==> src/rtl/brent_kung_adder.sv <==
// Brent-Kung parallel-prefix adder with a registered {cout,sum} result.
// The carry network is built structurally; cin enters as the bit -1 generate.
module brent_kung_adder #(
   parameter int unsigned WIDTH = 16
) (
   input  logic             clk,
   input  logic             rst_n,
   input  logic [WIDTH-1:0] A,
   input  logic [WIDTH-1:0] B,
   input  logic             cin,
   output logic [WIDTH-1:0] sum,
   output logic             cout
);

   localparam int LOG  = $clog2(WIDTH);
   localparam int NLVL = 2 * LOG - 1;

   logic [WIDTH:0]   c;
   logic [WIDTH-1:0] sum_d;

   // Level 0 holds bit-level g/p; levels 1..LOG are the up-sweep and
   // levels LOG+1..NLVL the down-sweep. Each level owns its own g/p vectors.
   for (genvar s = 0; s <= NLVL; s++) begin : g_lvl
      logic [WIDTH-1:0] g;
      logic [WIDTH-1:0] p;

      if (s == 0) begin : g_bit
         assign g = A & B;
         assign p = A ^ B;
      end else begin : g_node
         for (genvar i = 0; i < WIDTH; i++) begin : g_col
            localparam bit UP    = (s <= LOG);
            localparam int SPAN  = UP ? (1 << (s - 1)) : (1 << (NLVL - s));
            localparam int POS   = (i + 1) % (2 * SPAN);
            localparam bit HIT   = UP ? (POS == 0) : ((POS == SPAN) && (i + 1 > 2 * SPAN));

            if (HIT) begin : g_op
               assign g[i] = g_lvl[s-1].g[i] | (g_lvl[s-1].p[i] & g_lvl[s-1].g[i-SPAN]);
               assign p[i] = g_lvl[s-1].p[i] & g_lvl[s-1].p[i-SPAN];
            end else begin : g_pass
               assign g[i] = g_lvl[s-1].g[i];
               assign p[i] = g_lvl[s-1].p[i];
            end
         end
      end
   end

   // Group terms G[i:0]/P[i:0] exclude cin, so it is folded in here.
   assign c[0] = cin;
   for (genvar i = 0; i < WIDTH; i++) begin : g_carry
      assign c[i+1] = g_lvl[NLVL].g[i] | (g_lvl[NLVL].p[i] & cin);
   end

   assign sum_d = g_lvl[0].p ^ c[WIDTH-1:0];

   always_ff @(posedge clk or negedge rst_n) begin
      if (!rst_n) begin
         sum  <= '0;
         cout <= 1'b0;
      end else begin
         sum  <= sum_d;
         cout <= c[WIDTH];
      end
   end

endmodule

==> config.mk <==
export PLATFORM = sky130hd
export DESIGN_NAME = brent_kung_adder
export DESIGN_NICKNAME = d
export VERILOG_FILES = /design/src/rtl/brent_kung_adder.sv
export SDC_FILE = /design/constraint.sdc
export NUM_CORES = 1
export LEC_CHECK = 0
export ABC_CLOCK_PERIOD_IN_PS = 1300
export CORE_UTILIZATION = 36
export CTS_CLUSTER_SIZE = 40
export DETAILED_ROUTE_END_ITERATION = 10
export DONT_BUFFER_PORTS = 1
export SETUP_SLACK_MARGIN = 0.5
export SKIP_CTS_REPAIR_TIMING = 1
export SLEW_MARGIN = 20
export SYNTH_ARGS = -nofsm -noshare
export SYNTH_HDL_FRONTEND = slang
export SYNTH_SLANG_ARGS = --single-unit
==> constraint.sdc <==
create_clock -name clk -period 1.3 [get_ports clk]
set_clock_uncertainty 0.15 [all_clocks]
set_input_delay 0.13 -clock clk [delete_from_list [all_inputs] [get_ports clk]]
set_output_delay 0.13 -clock clk [all_outputs]
set_load 0.02 [all_outputs]
# ---- Yosys cells after proc, flatten, opt, wreduce, memory -nomap -nowiden
# Cells that the tools add are included.
# W data, S select, Z words.
dict set report totals {
  regBits 17
  input_bits 35
  out_inout_bits 17
  wordCells 115
}
dict set report op_classes {
  bitwise_logic 113
}
# op count
set ops {}
lappend ops {{$and A1 B1 Y1} 68}
lappend ops {{$or A1 B1 Y1} 42}
lappend ops {{$xor A16 B16 Y16} 2}
lappend ops {{$and A16 B16 Y16} 1}

# ---- Longest topological paths before layout
# Gate-level depths: netlist of the first run.
dict set report depth {
  ltp_word 15
  mapped_depth 7
  ltp_nobuf 6
}

# ---- Least setup slack after synthesis of the first run
# No wires, ideal clock.
dict set report synth_timing {
  path_kind {in2reg}
  startpoint {input A[3]}
  endpoint {register sum[11]}
  setup_time_ps 79
  arrival_ps 1539
  t_required_ps 1071
  setup_slack_ps -468
  cell_stages 6
  path_buffers 0
  path_cell_list {ha_1 > and2_4 > a221o_2 > o211ai_2 > and2_4 > mux2i_1}
}
dict set report synth_via {
  elab_chain_len 12
  word_cells_on_any_way 20
  cone_classes {bitwise (20)}
}
# element line
set synth_lines {}
lappend synth_lines {{start: declaration} 8} ;# input logic [WIDTH-1:0] A,
lappend synth_lines {{$xor A16 B16 Y16} 29} ;# assign p = A ^ B;
lappend synth_lines {{$and A1 B1 Y1, on equally long branches} {38, 39}}
lappend synth_lines {{$or A1 B1 Y1 or $and A1 B1 Y1 (tied branches)} 38} ;# assign g[i] = g_lvl[s-1].g[i] | (g_lvl[s-1].p[i] & g_lvl[s-1].g[i-SPAN]);
lappend synth_lines {{$or A1 B1 Y1} 38}
lappend synth_lines {{$and A1 B1 Y1} 38}
lappend synth_lines {{$or A1 B1 Y1} 38}
lappend synth_lines {{$and A1 B1 Y1} 38}
lappend synth_lines {{$or A1 B1 Y1} 38}
lappend synth_lines {{$and A1 B1 Y1} 38}
lappend synth_lines {{$or A1 B1 Y1} 38}
lappend synth_lines {{$or A1 B1 Y1 (*)} 51} ;# assign c[i+1] = g_lvl[NLVL].g[i] | (g_lvl[NLVL].p[i] & cin);
lappend synth_lines {{$xor A16 B16 Y16 (*)} 54} ;# assign sum_d = g_lvl[0].p ^ c[WIDTH-1:0];
lappend synth_lines {{net sum_d[11]} 19} ;# logic [WIDTH-1:0] sum_d;
lappend synth_lines {{end signal: assignment} 61} ;# sum <= sum_d;
lappend synth_lines {{end: declaration} 11} ;# output logic [WIDTH-1:0] sum,
# The timed path passes the listed nets; every way through them passes the cells marked *.

# ---- Worst setup path after layout of the first run
dict set report layout_timing {
  startpoint {input B[3]}
  endpoint {register sum[6]}
}
dict set report layout_via {
  elab_chain_len 8
  word_cells_on_any_way 14
  cone_classes {bitwise (14)}
}
# element line
set layout_lines {}
lappend layout_lines {{start: declaration} 9} ;# input logic [WIDTH-1:0] B,
lappend layout_lines {{$xor A16 B16 Y16} 29}
lappend layout_lines {{$and A1 B1 Y1, on equally long branches} {38, 39}}
lappend layout_lines {{$or A1 B1 Y1 or $and A1 B1 Y1 (tied branches)} 38}
lappend layout_lines {{$or A1 B1 Y1} 38}
lappend layout_lines {{$and A1 B1 Y1} 38}
lappend layout_lines {{$or A1 B1 Y1} 38}
lappend layout_lines {{$or A1 B1 Y1 (*)} 51}
lappend layout_lines {{$xor A16 B16 Y16 (*)} 54}
lappend layout_lines {{net sum_d[6]} 19}
# Marked as above.

==> results.sh, run 1 <==
export IMPL_status="finished, violations left"
export IMPL_failed_checks="negative hold slack, negative setup slack"
export IMPL_min_period_ns=1.47
export IMPL_core_mm2=0.00344
export IMPL_slowest_stage="a221oi_4"
export IMPL_hold_violations=3
export IMPL_tightestPinTransition_ns=0.801
export IMPL_crit_required_ns=1.28
export IMPL_row_count=21
export IMPL_synth_top_area_share_pct=31.8
export IMPL_die_x_um=63.0
export IMPL_crit_path_cell_trace="ha_4 > and2_4 > a221oi_4 > a21boi_4 > buf_4 > o21ai_0 > a21boi_2"
export IMPL_fin_hold_ws_ns=-0.0713
export IMPL_setup_violations=11
export IMPL_antenna_found_initial=0
export IMPL_synth_seq_cells=17
export IMPL_critPathMaxStageDelay_ns=0.35
export IMPL_synth_top_cell_by_area="dfrtp_1"
export IMPL_crit_buf_inv=1
export IMPL_place_congestion=0.775
export IMPL_io_pins=52
export IMPL_final_util_pct=56.6
export IMPL_cts_made_buffers=3
export IMPL_met1_usage_pct=18.9
export IMPL_crit_fanout=5
export IMPL_clock_path_buffers=2
export IMPL_grt_pass1_vias=1208
export IMPL_rsz0062_at_grt="true"
export IMPL_cp_end_kind="flip-flop"
export IMPL_mostFrequentLayoutCells="31 x buf_4, 16 x nor2_1, 10 x dfrtp_1"
export IMPL_n_antenna_cell=0
export IMPL_path_clk_slew_ns=0.07
export IMPL_met3_usage_pct=4.20
export IMPL_hold_start="cin"
export IMPL_grt_usage_pct=16.8
export IMPL_top_usage_layer="met2"
export IMPL_hpwl_mm=2.66
export IMPL_synth_nets=188
export IMPL_drc=0
export IMPL_crit_family="compound AO/OA/AOI/OAI gates"
export IMPL_min_delay_path_depth=1
export IMPL_grt_pass1_wl_mm=5.26
export IMPL_cts_root_buffer="clkbuf_8"
export IMPL_fmaxAchievable_ghz=0.682
export IMPL_slew_headroom_pct=46.4
export IMPL_cts_tree="yes"
export IMPL_postRouteAntennaNets=0
export IMPL_worstSetupPathType="input port to flip-flop"
export IMPL_die_height_um=63.0
export IMPL_syn_area_mm2=0.00134
export IMPL_period_share_pct=113
export IMPL_post_drt_wl_per_cell_um=15.4
export IMPL_synthArstFlopShare_pct=100
export IMPL_portBuffers=0
export IMPL_slew_viol_final=0
export IMPL_fin_cells=217
export IMPL_postRouteWirelength_mm=3.35
export IMPL_viasPerCell=5.52
export IMPL_synthFlopType="dfrtp_1"
export IMPL_yosys_warnings=0
export IMPL_cts_sinks=17
export IMPL_startpoint_type="input port"
export IMPL_dp_cells=210
export IMPL_synth_distinct_cells=46
export IMPL_layout_commonest_cell="buf_4"
export IMPL_use_met2_pct=29.8
export IMPL_vias=1197
export IMPL_area_delta_synth_final_pct=45.7
export IMPL_hold_end="sum[0]$_DFF_PN0_"
export IMPL_nets=224
export IMPL_cp_arrival_ns=1.45
export IMPL_syn_area_per_cell_um2=9.83
export IMPL_synth_area_leaders="dfrtp_1 32%, ha_1 15%, nor2_1 5.1%"
export IMPL_syn_inst=136
export IMPL_irDropWorstVdd_uv=381
export IMPL_firstDrtPassIters=4
export IMPL_max_cap_violations=0
export IMPL_drt_initial_drc_count=54
export IMPL_synth_edf_count=0
export IMPL_p_leak_nw=0.770
export IMPL_h_tree_depth=1
export IMPL_p_per_area_mw_per_mm2=1010
export IMPL_initial_core_util_pct=38.9
export IMPL_hold_path_class="input port to flip-flop"
export IMPL_setup_slack_ns=-0.165
export IMPL_grt_ovfl_total=0
export IMPL_grt_start_max_net_pins=18
export IMPL_ys_seq_area_share_pct=31.8
export IMPL_drive_gt1_share_pct=53.2
export IMPL_pre_cts_ws_ns=-0.419
export IMPL_fp_dieArea_mm2=0.00396
## layer usage
layer  routed length (µm)  share of wire (%)  vias up
li1                     -                  -      583
met1                 1320                 39      574
met2                 1780                 53       36
met3                  205                6.1        4
met4                   44                1.3        0
met5                    0                  0        -
## cell usage after synthesis (3+ instances only)
cell       n
nor2_1    18
dfrtp_1   17
ha_1      16
a21oi_1    6
nor3_1     6
xnor2_1    6
inv_1      4
nand2_1    4
o21ai_0    4
a211oi_1   3
a31oi_1    3
nand3_1    3
o21a_1     3
xor2_1     3
## worst max path at each step
stage / startpoint / to / slack [ns] / cells after the start
global placement: A[3] / sum[12]$_DFF_PN0_ / -0.38 / 6
floorplan: A[2] / sum[12]$_DFF_PN0_ / -0.31 / 6
detailed placement: A[3] / sum[12]$_DFF_PN0_ / -0.42 / 6
finish: B[3] / sum[6]$_DFF_PN0_ / -0.17 / 7
CTS: A[3] / sum[12]$_DFF_PN0_ / -0.16 / 6
global route: B[3] / sum[14]$_DFF_PN0_ / -0.21 / 6
## cell families (layout without fill, tap and decap cells)
logic type,after synthesis,count (layout),synth area share [%]
AOI/OAI and AO/OA,46,46,28.3
and+or+nand+nor,40,40,15.0
adders and majority gates,17,17,16.5
DFF,17,17,31.8
xor gates and xnor gates,9,9,5.89
buffers and inverters,6,41,1.78
muxes,1,1,0.748
## state kept, by name, summed over array words and instances, names as in the netlist
name  cells
cout      1
sum      16
## area by class of cell
cell class              count  area (µm²)
flip-flops and latches     17         434
inverters                   5        18.8
well taps                  46        57.6
repair buffers             32         243
clock buffers               4        45.0
multi-input cells         113        1150
fillers                   314        1490
## where the power goes
group	internal, mW	switching (mW)
logic	0.389	0.354
clock network	0.217	0.184
registers	0.642	0.181
total	1.25	0.718
## per-stage QoR
step	cell area, µm²	setup TNS (ns)	power (mW)
2_1_floorplan	1500	-2.68	1.28
3_3_place_gp	1760	-3.86	1.45
3_5_place_dp	1760	-4.20	1.48
4_1_cts	1810	-0.939	1.88
5_1_grt	1950	-1.63	2.09
6_report	1950	-1.05	1.97
No activity file was read; power rests on OpenSTA's default activity.
==> run 2: changes to the inputs <==
--- a/config.mk
+++ b/config.mk
@@ -11,7 +11,6 @@
 export DETAILED_ROUTE_END_ITERATION = 10
 export DONT_BUFFER_PORTS = 1
 export SETUP_SLACK_MARGIN = 0.5
-export SKIP_CTS_REPAIR_TIMING = 1
 export SLEW_MARGIN = 20
 export SYNTH_ARGS = -nofsm -noshare
 export SYNTH_HDL_FRONTEND = slang
==> results.sh, run 2 (synthesized netlist as in run 1, its figures left out) <==
export IMPL_grt_pass1_vias=1235
export IMPL_n_antenna_cell=0
export IMPL_die_x_um=63.0
export IMPL_die_height_um=63.0
export IMPL_rsz0062_at_grt="true"
export IMPL_antenna_found_initial=0
export IMPL_status="finished, violations left"
export IMPL_combPwrFrac_pct=37.6
export IMPL_postRouteWirelength_mm=3.18
export IMPL_drt_initial_drc_count=46
export IMPL_min_period_ns=1.41
export IMPL_hpwl_mm=2.66
export IMPL_core_mm2=0.00344
export IMPL_nets=226
export IMPL_firstDrtPassIters=4
export IMPL_cts_made_buffers=3
export IMPL_crit_required_ns=1.33
export IMPL_fin_cells=219
export IMPL_clock_path_buffers=2
export IMPL_post_drt_wl_per_cell_um=14.5
export IMPL_slew_headroom_pct=47.5
export IMPL_setup_slack_ns=-0.114
export IMPL_seqPwrFrac_pct=42.1
export IMPL_largest_register_ffs=16
export IMPL_grt_ovfl_total=0
export IMPL_slew_viol_final=0
export IMPL_crit_start="A[3]"
export IMPL_row_count=21
export IMPL_startpoint_type="input port"
export IMPL_top_register="sum"
export IMPL_internal_power_mw=1.25
export IMPL_h_tree_depth=1
export IMPL_setup_violations=11
export IMPL_multi_input_area_mm2=0.00114
export IMPL_cp_end_kind="flip-flop"
export IMPL_final_util_pct=56.9
export IMPL_grt_pass1_wl_mm=5.35
export IMPL_cts_tree="yes"
export IMPL_stdcell_area_mm2=0.00196
export IMPL_fp_dieArea_mm2=0.00396
export IMPL_max_cap_violations=0
export IMPL_grt_usage_pct=17.0
export IMPL_regArea_um2=434
export IMPL_area_delta_synth_final_pct=46.5
export IMPL_initial_core_util_pct=38.9
export IMPL_irDropWorstVdd_uv=380
export IMPL_pre_cts_ws_ns=-0.419
export IMPL_layout_commonest_cell="buf_4"
export IMPL_cts_root_buffer="clkbuf_8"
export IMPL_top_regs="sum (16), cout (1)"
export IMPL_hold_path_class="input port to asynchronous set/reset pin"
export IMPL_swShare_pct=35.9
export IMPL_fmaxAchievable_ghz=0.707
export IMPL_p_leak_nw=0.788
export IMPL_p_per_area_mw_per_mm2=998
export IMPL_mostFrequentLayoutCells="31 x buf_4, 17 x nor2_1, 10 x ha_4, 10 x dfrtp_1, 7 x dfrtp_2"
export IMPL_vias=1190
export IMPL_path_clk_slew_ns=0.07
export IMPL_portBuffers=0
export IMPL_crit_fanout=5
export IMPL_dp_cells=210
export IMPL_postRouteAntennaNets=0
export IMPL_worstSetupPathType="input port to flip-flop"
export IMPL_place_area_mm2=0.00176
export IMPL_fillers=311
export IMPL_failed_checks="negative hold slack, negative setup slack"
export IMPL_io_pins=52
export IMPL_viasPerCell=5.43
export IMPL_cts_hold_buffers=1
export IMPL_period_share_pct=109
export IMPL_cts_sinks=17
export IMPL_drive_gt1_share_pct=52.0
export IMPL_pwr_share_clk_pct=20.3
export IMPL_tightestPinTransition_ns=0.786
export IMPL_grt_start_max_net_pins=18
export IMPL_drc=0
export IMPL_switching_power_mw=0.701
export IMPL_fin_hold_ws_ns=-0.200
export IMPL_place_congestion=0.775
export IMPL_cp_arrival_ns=1.44
export IMPL_hold_violations=19
run 2: cell count changes in the layout (fill, tap and decap cells not counted), sizes merged:
cell and change:
dlymetal6s2s +1, dlygate4sd3 -1, buf +2
run 2: metrics by stage:
| stage | total power, mW | TNS [ns] | hold slack [ns] |
|---|---|---|---|
| 2_1_floorplan | 1.28 | -2.68 | -0.316 |
| 3_3_place_gp | 1.45 | -3.86 | -0.315 |
| 3_5_place_dp | 1.48 | -4.20 | -0.315 |
| 4_1_cts | 1.94 | -0.888 | -0.0774 |
| 5_1_grt | 2.08 | -1.41 | -0.143 |
| 6_report | 1.96 | -0.783 | -0.200 |
run 2: worst max-delay path: stages:
cell      delay [ns]
ha_4            0.24
and2_4          0.15
a221o_2         0.39
o211ai_2        0.17
and2_4          0.19
mux2i_1         0.17
run 2: timing repair:
| item | 4_1_cts | 5_1_grt |
|---|---|---|
| gates resized for setup | 16 | 12 |
| setup endpoints to repair | 32 | 49 |
| setup buffers | 2 | 2 |
| pin swaps | 12 | 4 |
| endpoints found under the hold margin | 20 | 19 |
run 2: worst max-delay path by stage:
stage	to	slack [ns]	depth (start not counted)
finish	sum[11]$_DFF_PN0_	-0.11	6
global route	sum[14]$_DFF_PN0_	-0.16	6
CTS	sum[11]$_DFF_PN0_	-0.12	6
detailed placement	sum[12]$_DFF_PN0_	-0.42	6
global placement	sum[12]$_DFF_PN0_	-0.38	6
floorplan	sum[12]$_DFF_PN0_	-0.31	6
run 2: routing by layer:
metal / GRT usage (%) / share of wire (%) / up-vias
met5: 0 / 0 / -
met1: 19.1 / 41 / 566
met4: 6.98 / 1.4 / 0
met3: 4.01 / 6.0 / 4
li1: - / - / 586
met2: 30.5 / 52 / 34
run 2: cell type report:
type                            instances  area share (%)
Tap cell                               46            2.94
Sequential cell                        17            22.2
Inverter                                5           0.958
Multi-Input combinational cell        113            58.0
Clock buffer                            4            2.30
Timing Repair Buffer                   34            13.7
run 2: power by group through the flow:
stage	clock network, mW	registers, mW	logic [mW]
floorplan	0	0.807	0.473
global placement	0	0.824	0.628
detailed placement	0	0.827	0.649
CTS	0.416	0.822	0.704
global route	0.437	0.833	0.812
finish	0.396	0.823	0.736
==> run 3: changes to the inputs <==
--- a/config.mk
+++ b/config.mk
@@ -5,7 +5,7 @@
 export SDC_FILE = /design/constraint.sdc
 export NUM_CORES = 1
 export LEC_CHECK = 0
-export ABC_CLOCK_PERIOD_IN_PS = 1300
+export ABC_CLOCK_PERIOD_IN_PS = 1800
 export CORE_UTILIZATION = 36
 export CTS_CLUSTER_SIZE = 40
 export DETAILED_ROUTE_END_ITERATION = 10
==> constraint.sdc (replaced) <==
create_clock -name clk -period 1.8 [get_ports clk]
set_clock_uncertainty 0.15 [all_clocks]
set_input_delay 0.18 -clock clk [delete_from_list [all_inputs] [get_ports clk]]
set_output_delay 0.18 -clock clk [all_outputs]
set_load 0.02 [all_outputs]
==> results.sh, run 3 (synthesized netlist as in run 1, its figures left out) <==
export IMPL_status="finished, violations left"
export IMPL_failed_checks="negative hold slack"
export IMPL_mostFrequentLayoutCells="18 x nor2_1, 17 x dfrtp_1, 11 x buf_4"
export IMPL_layout_commonest_cell="nor2_1"
export IMPL_regArea_um2=425
export IMPL_nets=207
export IMPL_n_antenna_cell=0
export IMPL_fmaxAchievable_ghz=0.671
export IMPL_fp_dieArea_mm2=0.00396
export IMPL_crit_family="compound AO/OA/AOI/OAI gates"
export IMPL_firstDrtPassIters=4
export IMPL_cts_root_buffer="clkbuf_8"
export IMPL_tns_ns=0
export IMPL_post_drt_wl_per_cell_um=15.9
export IMPL_route_met3_wl_um=193
export IMPL_setup_violations=0
export IMPL_area_delta_synth_final_pct=34.1
export IMPL_critPathMostFrequentCell="and2_4"
export IMPL_grt_ovfl_total=0
export IMPL_place_congestion=0.758
export IMPL_core_mm2=0.00344
export IMPL_rsz0062_at_grt="true"
export IMPL_critPathMaxStageDelay_ns=0.37
export IMPL_viasPerCell=5.70
export IMPL_portBuffers=0
export IMPL_drive_gt1_share_pct=37.0
export IMPL_postRouteAntennaNets=0
export IMPL_drt_initial_drc_count=75
export IMPL_row_count=21
export IMPL_slew_headroom_pct=45.8
export IMPL_crit_path_cell_trace="ha_4 > and2_4 > a221o_2 > o211ai_2 > and2_4 > mux2i_1"
export IMPL_initial_core_util_pct=38.9
export IMPL_die_x_um=63.0
export IMPL_h_tree_depth=1
export IMPL_postRouteWirelength_mm=3.19
export IMPL_fillers=307
export IMPL_grt_start_max_net_pins=18
export IMPL_irDropWorstVdd_uv=287
export IMPL_tightestPinTransition_ns=0.810
export IMPL_multi_input_area_mm2=0.00112
export IMPL_topRoutingLayerUsed="met4"
export IMPL_cts_tree="yes"
export IMPL_top_register="sum"
export IMPL_pre_cts_ws_ns=0.0420
export IMPL_top_regs="sum (16), cout (1)"
export IMPL_antenna_found_initial=0
export IMPL_grt_pass1_wl_mm=4.91
export IMPL_drc=0
export IMPL_largest_register_ffs=16
export IMPL_slew_viol_final=0
export IMPL_grt_pass1_vias=1140
export IMPL_p_leak_nw=0.685
export IMPL_io_pins=52
export IMPL_crit_fanout=5
export IMPL_cts_sinks=17
export IMPL_hpwl_mm=2.26
export IMPL_p_per_area_mw_per_mm2=765
export IMPL_dp_cells=182
export IMPL_grt_usage_pct=15.8
export IMPL_hold_path_class="input port to flip-flop"
export IMPL_worstSetupPathType="input port to flip-flop"
export IMPL_slowest_stage="a221o_2"
export IMPL_crit_required_ns=1.83
export IMPL_path_clk_slew_ns=0.07
export IMPL_die_height_um=63.0
export IMPL_period_share_pct=82.8
export IMPL_cp_num_cells=6
export IMPL_cts_hold_buffers=3
export IMPL_crit_start="A[3]"
export IMPL_cp_arrival_ns=1.52
export IMPL_max_cap_violations=0
export IMPL_startpoint_type="input port"
export IMPL_fin_cells=200
export IMPL_cts_made_buffers=3
export IMPL_cp_end_kind="flip-flop"
export IMPL_min_delay_path_depth=1
export IMPL_setup_slack_ns=0.310
export IMPL_met2WireLength_mm=1.69
export IMPL_hold_violations=1
export IMPL_vias=1140
export IMPL_clock_path_buffers=2
export IMPL_min_period_ns=1.49
export IMPL_endpoint="sum[11]$_DFF_PN0_"
export IMPL_crit_buf_inv=0
export IMPL_wl_met1_mm=1.26
export IMPL_fin_hold_ws_ns=-0.0555
[run 3: what timing repair did]
item	in CTS	in global routing
pin swaps	17	7
endpoints found under the hold margin	19	1
gates resized for setup	8	7
endpoints found under the setup margin	11	12
setup buffers	6	5
gates cloned	0	0
[run 3: worst min path at each step]
stage / startpoint / endpoint / slack [ns]
CTS: B[0] / sum[0]$_DFF_PN0_ / -0.06
global route: B[0] / sum[0]$_DFF_PN0_ / -0.05
detailed placement: rst_n / sum[6]$_DFF_PN0_ / -0.27
finish: B[0] / sum[0]$_DFF_PN0_ / -0.06
global placement: rst_n / sum[5]$_DFF_PN0_ / -0.27
floorplan: rst_n / cout$_DFF_PN0_ / -0.27
[run 3: where the power goes]
group,internal [mW],total [mW],switching (mW)
clock network,0.154,0.293,0.139
logic,0.251,0.493,0.242
registers,0.457,0.586,0.129
total,0.861,1.37,0.510
[run 3: per-stage QoR]
stage | hold slack (ns) | instance area, µm² | total power [mW] | util, %
finish | -0.0555 | 1790 | 1.37 | 52.1
global route | -0.0539 | 1790 | 1.44 | 52.1
CTS | -0.0593 | 1720 | 1.34 | 49.9
detailed placement | -0.265 | 1540 | 0.993 | 44.7
global placement | -0.265 | 1540 | 0.982 | 44.7
floorplan | -0.266 | 1490 | 0.923 | -
[run 3: cell type report]
cell class | instances | share of cell area, %
clock inverters | 1 | 0.279
flip-flops and latches | 17 | 23.7
repair buffers | 15 | 6.91
well taps | 46 | 3.21
inverters | 5 | 1.05
multi-input cells | 113 | 62.5
clock buffers | 3 | 2.30
[run 3: metal layers]
| metal | GRT usage (%) | vias to the layer above |
|---|---|---|
| met5 | 0 | - |
| met4 | 7.56 | 0 |
| met3 | 3.28 | 5 |
| met2 | 27.3 | 39 |
| met1 | 18.2 | 546 |
| li1 | - | 550 |
